--- src/rtl/seg_scan_ctrl.sv ---
// Scan controller for an 8-digit multiplexed seven-segment display.
// Walks the digits through BLANK/SHOW slots and swaps in new contents only at frame wrap.
module seg_scan_ctrl #(
    parameter int SHOW_CYC  = 1000,
    parameter int BLANK_CYC = 16
) (
    input  logic        clk,
    input  logic        rst,
    input  logic        en,
    input  logic        load,
    input  logic [31:0] data_in,
    input  logic        lz_blank,
    output logic [2:0]  sel,
    output logic        dig_en,
    output logic [3:0]  bcd,
    output logic        pending,
    output logic        frame_done
);

    localparam int MAX_CYC = (SHOW_CYC > BLANK_CYC) ? SHOW_CYC : BLANK_CYC;
    localparam int CNT_W   = (MAX_CYC > 1) ? $clog2(MAX_CYC) : 1;
    localparam logic [CNT_W-1:0] SHOW_LAST  = CNT_W'(SHOW_CYC - 1);
    localparam logic [CNT_W-1:0] BLANK_LAST = CNT_W'(BLANK_CYC - 1);

    typedef enum logic [1:0] {IDLE, BLANK, SHOW} scanState_t;

    scanState_t       state, stateNext;
    logic [CNT_W-1:0] cnt, cntNext;
    logic [2:0]       selNext;
    logic [31:0]      disp, dispNext;
    logic [31:0]      pendBuf, pendBufNext;
    logic             pendingNext;
    logic             wrap;
    logic             commit;

    // Digit k stays dark only when blanking is on and it and every digit to its left are zero.
    function automatic logic digitLit(input logic [31:0] digits, input logic [2:0] k,
                                      input logic lzBlank);
        logic [31:0] upper;
        upper = digits >> {k, 2'b00};
        return (k == 3'd0) || !lzBlank || (upper != 32'd0);
    endfunction

    always_comb begin
        stateNext = state;
        selNext   = sel;
        cntNext   = cnt;
        wrap      = 1'b0;
        if (!en) begin
            stateNext = IDLE;
            selNext   = 3'd0;
            cntNext   = '0;
        end else begin
            case (state)
                IDLE: begin
                    stateNext = BLANK;
                    selNext   = 3'd0;
                    cntNext   = '0;
                end
                BLANK: begin
                    if (cnt == BLANK_LAST) begin
                        cntNext   = '0;
                        stateNext = SHOW;
                    end else begin
                        cntNext = cnt + CNT_W'(1);
                    end
                end
                SHOW: begin
                    if (cnt == SHOW_LAST) begin
                        cntNext   = '0;
                        selNext   = sel + 3'd1;
                        stateNext = BLANK;
                        wrap      = (sel == 3'd7);
                    end else begin
                        cntNext = cnt + CNT_W'(1);
                    end
                end
                default: begin
                    stateNext = IDLE;
                    selNext   = 3'd0;
                    cntNext   = '0;
                end
            endcase
        end

        // A load on the commit edge still goes to pendBuf, so pending must stay set.
        commit      = pending && (wrap || state == IDLE);
        dispNext    = commit ? pendBuf : disp;
        pendBufNext = load ? data_in : pendBuf;
        pendingNext = load ? 1'b1 : (commit ? 1'b0 : pending);
    end

    always_ff @(posedge clk or posedge rst) begin
        if (rst) begin
            state      <= IDLE;
            sel        <= 3'd0;
            cnt        <= '0;
            disp       <= 32'd0;
            pendBuf    <= 32'd0;
            pending    <= 1'b0;
            dig_en     <= 1'b0;
            bcd        <= 4'd0;
            frame_done <= 1'b0;
        end else begin
            state      <= stateNext;
            sel        <= selNext;
            cnt        <= cntNext;
            disp       <= dispNext;
            pendBuf    <= pendBufNext;
            pending    <= pendingNext;
            dig_en     <= (stateNext == SHOW) && digitLit(dispNext, selNext, lz_blank);
            bcd        <= dispNext[{selNext, 2'b00} +: 4];
            frame_done <= wrap;
        end
    end

endmodule

--- config.mk ---
export PLATFORM = sky130hd
export DESIGN_NAME = seg_scan_ctrl
export DESIGN_NICKNAME = d
export VERILOG_FILES = /design/src/rtl/seg_scan_ctrl.sv
export SDC_FILE = /design/constraint.sdc
export NUM_CORES = 1
export LEC_CHECK = 0
export ABC_AREA = 1
export ABC_CLOCK_PERIOD_IN_PS = 4050
export CORE_MARGIN = 5
export CORE_UTILIZATION = 56
export CTS_BUF_LIST = sky130_fd_sc_hd__clkbuf_4 sky130_fd_sc_hd__clkbuf_8 sky130_fd_sc_hd__clkbuf_16
export DETAILED_ROUTE_END_ITERATION = 8
export DONT_BUFFER_PORTS = 1
export PLACE_DENSITY = 0.81
export SKIP_CTS_REPAIR_TIMING = 1
export SYNTH_ARGS = -nofsm -noshare
export SYNTH_HDL_FRONTEND = slang
export SYNTH_SLANG_ARGS = --single-unit
--- constraint.sdc ---
create_clock -name clk -period 4.05 [get_ports clk]
set_input_delay 0 -clock clk [delete_from_list [all_inputs] [get_ports clk]]
set_output_delay 0 -clock clk [all_outputs]
set_load 0.02 [all_outputs]
# Word level (Yosys, flattened, before mapping)

Cells that the tools add are included.

Bits in registers: 86
Input bits: 37
Output and inout port bits: 10
Word-level logic and storage cells: 46

$add $sub $neg: 2
Eq/ne operators: 6
Shift operators: 2
Multiplexer cells: 17
Reduce and logical (&&, ||, !) cells: 10

Operators with widths:

| kind                                                                    | count |
|---|---|
| 32-bit 2-to-1 mux                                                       | 1 |
| 32-bit nonzero test                                                     | 1 |
| 32-bit by 6-bit indexed part select with 4-bit output                   | 1 |
| 32-bit by 5-bit >> shifter with 32-bit output                           | 1 |
| 10-bit 2-to-1 mux                                                       | 3 |
| 10-bit case mux with 2 select lines                                     | 1 |
| 10-bit by 1-bit adder with 10-bit output (second input constant)        | 1 |
| 10-bit equality test (second input constant)                            | 1 |
| 10-bit by 4-bit equality test with 1-bit output (second input constant) | 1 |
| 2-bit 2-to-1 mux                                                        | 3 |
| 3-bit 2-to-1 mux                                                        | 2 |
| 2-bit case mux with 3 select lines                                      | 1 |
| 3-bit case mux with 2 select lines                                      | 1 |
| 1-bit 2-to-1 mux                                                        | 5 |
| 2-bit equality test (second input constant)                             | 2 |
| 3-bit by 1-bit adder with 3-bit output (second input constant)          | 1 |
| 3-bit equality test (second input constant)                             | 1 |
| 3-bit logical NOT                                                       | 1 |
| 1-bit logical OR                                                        | 3 |
| 2-bit by 1-bit equality test with 1-bit output (second input constant)  | 1 |
| 1-bit logical AND                                                       | 2 |
| 2-bit logical NOT                                                       | 1 |
| 2-bit nonzero test                                                      | 1 |
| 1-bit logical NOT                                                       | 1 |

# Depth between registers and ports, before layout

Gate-level depths: netlist of the first run.

Depth in word-level cells: 11
Gate-level depth with buffers: 20
Depth with buffers taken out: 19

# Least setup slack after synthesis of the first run

Ideal clock, no wire load.

Path type: flip-flop to flip-flop
From: register sel[0]
To: register dig_en
Library setup time: 0.121 ns
Arrival: 2.131 ns
Required time: 3.929 ns
Path slack: 1.798 ns
Stages on the path, launching flop included: 19
Path through: dfrtp_1 > ha_1 > ha_1 > nand2_1 > nor2_1 > nand4_2 > nand2_2 > nand2_4 > buf_6 > o21ai_1 > nand2_1 > nand3_1 > nand2_1 > nand2_1 > nand2_1 > nor2_1 > nand2_1 > nor2_1 > a21oi_1

Longest elaborated chain between the ends: 11
Elaborated cells on any way between the ends: 17

Ends and longest elaborated chain:

| what                                                                                           | line | source |
|---|---|---|
| from (decl)                                                                                    | 13   | `output logic [2:0] sel,` |
| from (signal assigned)                                                                         | 106  | `sel <= selNext;` |
| parallel branches: the longest is 9 deep, another holds 3-bit by 1-bit adder with 3-bit output | --   |  |
| 1-bit logical OR *                                                                             | 41   | `return (k == 3'd0) \|\| !lzBlank \|\| (upper != 32'd0);` |
| 1-bit logical AND *                                                                            | 111  | `dig_en <= (stateNext == SHOW) && digitLit(dispNext, selNext, lz_blank);` |
| to (signal assigned)                                                                           | 111  |  |
| to (decl)                                                                                      | 14   | `output logic dig_en,` |

Mark *: on every way between the ends.
A chain may end at the register's enable or synchronous reset.

# Worst setup path after layout of the first run

Same ends and word-level chain as after synthesis.

==> results.txt, run 1 <==
----------------------------------------------------
[Status]
  Result of the run ... finished, violations left
  Violations in the final reports ... negative hold slack

[Placement]
  Routability Congestion ... between 0.9 and 1
  Post-DP Area ... around 4400 um2
  Total of buffers placed on input and output ports ... 0
  Instance count after placement with tap cells included ... 666
  HPWL after detailed placement ... 6980 um
  Setup Slack @ Placement ... 842 ps

[Power and ir drop]
  Leakage power total ... ~2.8 nW
  Maximum ir drop on the vdd rail ... 0.244 mV
  Total power per unit cell area ... 372 nW/um2
  Total power of the final layout ... approximately 2.0 mW

[Timing]
  Post-layout min period ... 3200 ps
  Setup repair after global routing missed its margin ... false
  Fin. Hold Viols ... 4
  Max-slew violation count ... 0
  Post-route fraction of the period consumed by the critical path ... 78.9%
  Hold Worst Slack ... -23.2 ps
  Fmax ... 313 MHz
  Worst Slack Setup Final ... 853 ps
  Final worst clock skew ... 11.5 ps
  Worst-margin pin slew ... around 650 ps
  Total setup violations reported at the end of the flow ... 0
  Rel. slew slack ... between 50% and 60%
  Total negative slack ... 0 ps

[Detailed routing]
  Detailed Route Iter0 Violations ... between 200 and 300
  Avg WL per Cell ... 14.3 um
  Number of remaining DRC errors ... 0
  Final antenna-violating net count ... 0
  Number of optimization iterations in the first detailed-route pass ... 4
  Via count ... 3,961
  Via density ... 5.26
  Final WL ... 10,800 um

[GRT]
  First-pass GRT wire length ... ~16,000 um
  Total congestion overflow ... 0
  Initial antenna violation count ... 0
  GRT Total Usage ... 20.7%
  Pin count of the biggest net entering global routing ... 54
  Via count of the first global-routing pass ... 3,334

[Setup path]
  End of the worst register-to-register path ... dig_en
  Worst Path Buf+Inv ... 1
  Reg-to-reg critical path startpoint ... sel[0]
  Path type of the worst setup path ... reg2reg
  Worst Path Required ... 4310 ps
  Critical path cell sequence ... ha_1, ha_1, nand2_1, nor2_1, nand4_2, nand2_2, nand2_4, inv_1, nand2_1, nand3_1, nand3_1, nand3_1, nand2_1, a21oi_1, nand2_1, nor2_1, a21oi_1
  Crit path DAT ... 3450 ps
  Cell occurring most often along the worst timing path ... nand2_1
  Critical path's top delay family ... simple AND/OR/NAND/NOR gates
  Critical path's largest stage delay ... 530 ps
  Worst Path Max Fanout ... 44
  Critical path capture point type ... register
  Number of cell instances on the worst register-to-register path ... 17
  Critical Path Slowest Stage Cell ... dfrtp_1
  Setup slack of the most critical reg-to-reg path ... roughly 850 ps
  Kind of launch point of the worst setup path ... register

[Floorplanning]
  Die outline width ... 99.1 um
  Die area ... around 9800 um2
  Effective utilization at floorplan ... a little under three fifths
  Number of top-level pins ... between 40 and 50
  Height of the chip ... roughly 99 um
  Core Footprint ... 7730 um2
  Row Count ... 32

[Synth]
  Sequential cell area fraction in the yosys report ... 48.4%
  Gate count after technology mapping ... 583
  Number of distinct library cells after synthesis ... 38
  Number of warnings reported in the yosys synthesis log ... 0
  Post-Syn Nets ... 627
  Mapped Avg Cell Area ... 7.63 um2
  Area of the mapped netlist ... 4450 um2
  Number of storage elements in the synthesis netlist ... 86

[Final layout]
  Non-Filler Instances ... roughly 750
  Antenna diode instance count ... 0
  Final net count ... 690
  Growth of design area from synthesis to finish ... 20.4%
  Post-route cell area ... 5360 um2
  Register cell area after layout ... 2150 um2
  Final cell utilization of the core ... a little over two thirds
  Area of combinational cells with multiple inputs ... 1870 um2
  Fraction of layout instances using a drive strength above 1 ... 6.91%
  Layout fillers ... 592

[Clocking]
  Worst skew pair latency ... 370 ps
  Clock tree sinks ... 86
  Maximum clock path buffer count ... 2
  CTS root buffer ... clkbuf_8
  Number of buffers added by the clock tree synthesis step ... 9
  TritonCTS clock tree ... built
  Clock input transition at the sequential cells of the worst setup and hold paths ... approximately 100 ps
  Number of H-tree levels ... 3

[Hold path]
  WHS Endpoint ... pendBuf[17]
  Hold Crit Start ... load
  Class of the worst hold path ... in2reg
  Number of cells on the worst hold path ... 2

[Flow run]
  Max Cap Viol ... 0

----------------------------------------------------
[metal layers]
metal | part of all wire [%] | global-route usage, %
met1 | 43 | 29.7
met2 | 48 | 30.8
met3 | 5.7 | 3.65
met4 | 2.8 | 9.03
met5 | 0 | 0
[sequential cells by signal, summed over array words and instances, names as in the netlist]
register,count
bcd,4
cnt,10
dig_en,1
disp,32
frame_done,1
pendBuf,32
pending,1
sel,3
state,2
[cell type report]
| class | count | area share, % |
|---|---|---|
| Clock buffer | 10 | 2.57 |
| Clock inverter | 6 | 1.00 |
| Inverter | 74 | 5.25 |
| Multi-Input combinational cell | 402 | 34.9 |
| Sequential cell | 86 | 40.1 |
| Tap cell | 102 | 2.38 |
| Timing Repair Buffer | 73 | 13.7 |
[cell usage after synthesis, drive strengths merged]
master  number  area, um2
buf         12        113
nor2        37        154
a21oi        6       41.3
o21a         1       7.51
xor2         2       17.5
nand2      228        893
o21ai       29        153
nor3b        1       7.51
nor3         4       20.0
nand4        4       31.3
a22oi        1       7.51
inv         74        280
or3          1       6.26
o22ai        1       6.26
dfrtp       86       2150
ha           7       87.6
a221oi       1       8.76
and2         4       25.0
xnor2        2       17.5
a211oi       1       7.51
clkbuf       9       33.8
nor4         1       6.26
and3         1       6.26
nand3       70        368
[report_power, final]
group	internal (mW)	leakage (nW)	total (mW)	switching [mW]
Sequential	0.952	1.07	0.998	0.0457
Combinational	0.155	1.62	0.404	0.250
Clock	0.250	0.0954	0.591	0.340
[worst max-delay path by stage]
stage	from	end	slack (ps)	cells after the start
2_1_floorplan	sel[0]	dig_en	1800	18
3_5_place_dp	sel[0]	dig_en	840	17
4_1_cts	sel[0]	dig_en	820	17
3_3_place_gp	sel[0]	dig_en	970	19
6_report	sel[0]	dig_en	850	17
5_1_grt	sel[0]	dig_en	490	17
[layout by cell type, fill, tap and decap left out, types with 6 or more instances in the layout]
cell type / instances
nand3_1: 68
dlygate4sd3_1: 70
nor2_1: 35
nand2_1: 215
o21ai_1: 6
dfrtp_1: 86
inv_1: 69
ha_1: 7
nand2_2: 12
clkbuf_8: 10
o21ai_0: 21
[logic make-up after synthesis]
group | count (synthesis) | synth area share, %
AOI/OAI and AO/OA | 40 | 5.20
xor gates and xnor gates | 4 | 0.787
adders and majority gates | 7 | 1.97
buffers and inverters | 95 | 9.59
DFF | 86 | 48.4
and+or+nand+nor | 351 | 34.1
Power figures use the tool's default switching activity.
==> inputs of run 2 (changes only) <==
Settings changed: ABC_CLOCK_PERIOD_IN_PS 4050 to 2800, PLACE_DENSITY 0.81 to 0.84.
Clock period 4.05 ns to 2.8 ns, I/O delays scaled along.
==> run 2 against run 1 <==
Against the previous run:
- the run still ends with negative hold slack left
- final cell count shrank 0.80%
- register-to-register slack lost 600 ps
- combinational power grew 46%
- sequential share of layout area grew 0.33 points
- final area shrank 0.82%
- utilization shrank 0.57 points
- worst setup slack lost 600 ps
- clock skew grew 2.4 ps
- sequential cell count is the same
- global-route usage is essentially flat
- routed wire length grew 0.64%
- via count shrank 0.98%
- largest cell class unchanged
- highest routed layer unchanged
==> results.txt, run 2 (synthesis results as in run 1) <==
----------------------------------------------------
[Final layout]
  Layout fillers ... 603 (was 592)
  Non-Filler Instances ... 747 (was 753)
  Most common cell after layout, fill and taps aside ... nand2_1 (unchanged)
  Growth of design area from synthesis to finish ... 19.5% (was 20.4%)
  Registers with the highest flip-flop counts ... disp: 32 flops, pendBuf: 32 flops, cnt: 10 flops (unchanged)
  Commonest cells after routing, fill and taps aside ... 215 x nand2_1, 86 x dfrtp_1, 68 x inv_1, 68 x nand3_1, 57 x dlygate4sd3_1 (was 215 x nand2_1, 86 x dfrtp_1, 70 x dlygate4sd3_1, 69 x inv_1, 68 x nand3_1)
  Fraction of layout instances using a drive strength above 1 ... 8.37% (was 6.91%)
  Final net count ... 686 (was 690)
  Final cell utilization of the core ... 68.8% (was 69.4%)
  Antenna diode instance count ... 0 (unchanged)

[Timing]
  Worst-margin pin slew ... 534 ps (was 651 ps)
  Fin. Hold Viols ... 9 (was 4)
  Rel. slew slack ... 64.4% (was 56.6%)
  Total negative slack ... 0 ps (unchanged)
  Hold Worst Slack ... -22.9 ps (was -23.2 ps)
  Final worst clock skew ... 13.9 ps (was 11.5 ps)
  Worst Slack Setup Final ... 254 ps (was 853 ps)
  Max-slew violation count ... 0 (unchanged)
  Fmax ... 393 MHz (was 313 MHz)
  Setup repair after global routing missed its margin ... false (unchanged)
  Post-route fraction of the period consumed by the critical path ... 90.9% (was 78.9%)
  Total setup violations reported at the end of the flow ... 0 (unchanged)
  Post-layout min period ... 2550 ps (was 3200 ps)

[Flow run]
  Max Cap Viol ... 0 (unchanged)

[Setup path]
  Worst Path Required ... 3040 ps (was 4310 ps)
  Path type of the worst setup path ... reg2reg (unchanged)
  Critical path capture point type ... register (unchanged)
  Critical path's largest stage delay ... 390 ps (was 530 ps)
  Critical Path Slowest Stage Cell ... dfrtp_1 (unchanged)
  Crit path DAT ... 2790 ps (was 3450 ps)
  Worst Path Max Fanout ... 16 (was 44)
  Critical path's top delay family ... simple AND/OR/NAND/NOR gates (unchanged)
  Kind of launch point of the worst setup path ... register (unchanged)
  Worst Path Buf+Inv ... 1 (unchanged)
  Cell occurring most often along the worst timing path ... nand2_1 (unchanged)
  Number of cell instances on the worst register-to-register path ... 17 (unchanged)
  Number of stages on the worst setup path ... 17 (unchanged)
  Critical path cell sequence ... ha_1, ha_1, nand2_1, nor2_1, nand4_2, nand2_2, nand2_4, buf_4, nand2_1, nand3_1, nand3_1, nand3_1, nand2_1, a21oi_1, nand2_1, nor2_1, a21oi_1 (was ha_1, ha_1, nand2_1, nor2_1, nand4_2, nand2_2, nand2_4, inv_1, nand2_1, nand3_1, nand3_1, nand3_1, nand2_1, a21oi_1, nand2_1, nor2_1, a21oi_1)

[Power and ir drop]
  Maximum ir drop on the vdd rail ... 0.352 mV (was 0.244 mV)
  Leakage power total ... 2.78 nW (about the same)
  Total power per unit cell area ... 541 nW/um2 (was 372 nW/um2)

[GRT]
  First-pass GRT wire length ... 16,700 um (was 16,400 um)
  GRT Total Usage ... 20.7% (about the same)
  Via count of the first global-routing pass ... 3,600 (was 3,334)
  Total congestion overflow ... 0 (unchanged)
  Pin count of the biggest net entering global routing ... 52 (was 54)
  Initial antenna violation count ... 0 (unchanged)

[Clocking]
  Number of buffers added by the clock tree synthesis step ... 9 (unchanged)
  TritonCTS clock tree ... built (unchanged)
  Clock tree sinks ... 86 (unchanged)
  Worst skew pair latency ... 360 ps (was 370 ps)
  CTS root buffer ... clkbuf_8 (unchanged)
  Number of H-tree levels ... 3 (unchanged)
  Maximum clock path buffer count ... 2 (unchanged)
  Clock input transition at the sequential cells of the worst setup and hold paths ... 90 ps (was 100 ps)

[Floorplanning]
  Row Count ... 32 (unchanged)
  Die area ... 9830 um2 (unchanged)
  Number of top-level pins ... 47 (unchanged)
  Die outline width ... 99.1 um (unchanged)
  Core Footprint ... 7730 um2 (unchanged)
  Height of the chip ... 99.1 um (unchanged)
  Effective utilization at floorplan ... 57.6% (unchanged)

[Placement]
  Setup Slack @ Placement ... 243 ps (was 842 ps)
  HPWL after detailed placement ... 7110 um (was 6980 um)
  Routability Congestion ... 0.911 (was 0.908)
  Instance count after placement with tap cells included ... 674 (was 666)
  Total of buffers placed on input and output ports ... 0 (unchanged)

[Detailed routing]
  Via count ... 3,922 (was 3,961)
  Via density ... 5.25 (was 5.26)
  Detailed Route Iter0 Violations ... 249 (was 273)
  Number of remaining DRC errors ... 0 (unchanged)
  Number of optimization iterations in the first detailed-route pass ... 5 (was 4)
  Avg WL per Cell ... 14.5 um (was 14.3 um)
  Final WL ... 10,900 um (was 10,800 um)
  Final antenna-violating net count ... 0 (unchanged)

[Hold path]
  Class of the worst hold path ... in2reg (unchanged)
  Number of cells on the worst hold path ... 2 (unchanged)

[Status]
  Violations in the final reports ... negative hold slack (unchanged)
  Result of the run ... finished, violations left (unchanged)

----------------------------------------------------
[run 2: changes by cell type in the layout (fill, tap and decap cells not counted)]
cell           change
dlygate4sd3_1     -13
buf_4              +6
buf_6              +3
clkinv_2           +2
inv_6              -2
bufinv_16          +1
clkinv_4           -1
clkinvlp_4         -1
ha_1               -1
ha_4               +1
inv_1              -1
inv_2              +1
inv_8              -1
[run 2: metrics by stage]
stage	total power [mW]	hold slack, ps	cell area [um2]
2_1_floorplan	1.84	112	4450
3_3_place_gp	1.93	-179	4510
3_5_place_dp	1.95	-169	4510
4_1_cts	2.80	-553	4690
5_1_grt	3.04	-3.81	5320
6_report	2.88	-22.9	5320
[run 2: where the power goes]
group / switching [mW] / internal [mW]
sequential: 0.0629 / 1.38
clock: 0.424 / 0.425
combinational: 0.371 / 0.217
total: 0.858 / 2.02
[run 2: area by class of cell]
| class | instances | area, um2 | share of cell area (%) |
|---|---|---|---|
| clock inverter | 4 | 48.8 | 0.918 |
| sequential | 86 | 2150 | 40.5 |
| multi-input combinational | 402 | 1880 | 35.4 |
| timing repair buffer | 69 | 684 | 12.9 |
| clock buffer | 10 | 138 | 2.59 |
| tap | 102 | 128 | 2.40 |
| inverter | 74 | 282 | 5.30 |
[run 2: worst paths after layout]
| kind | start | endpoint | slack (ps) |
|---|---|---|---|
| max | sel[0] | dig_en | 250 |
| max in group asynchronous | rst | pendBuf[8] | 1960 |
| min reg2reg | disp[3] | disp[3] | 480 |
| min in group asynchronous | rst | pendBuf[22] | 30 |
| max reg2reg | sel[0] | dig_en | 250 |
| min | load | pendBuf[31] | -20 |
[run 2: worst register-to-register path: cells and delay by family (launching register included)]
kind,cells,cell delay [ps]
AO/OA/AOI/OAI,2,190
flip-flops,1,390
AND/OR/NAND/NOR,12,1250
adder cells (fa/ha/maj),2,390
buffers and inverters,1,230
[run 2: per-layer routing]
| metal | wire length [um] | global-route usage, % | up-vias |
|---|---|---|---|
| met3 | 687 | 5.12 | 21 |
| met5 | 0 | 0 | - |
| met1 | 4760 | 28.9 | 1838 |
| met4 | 187 | 5.46 | 0 |
| met2 | 5220 | 32.4 | 137 |
| li1 | - | - | 1926 |
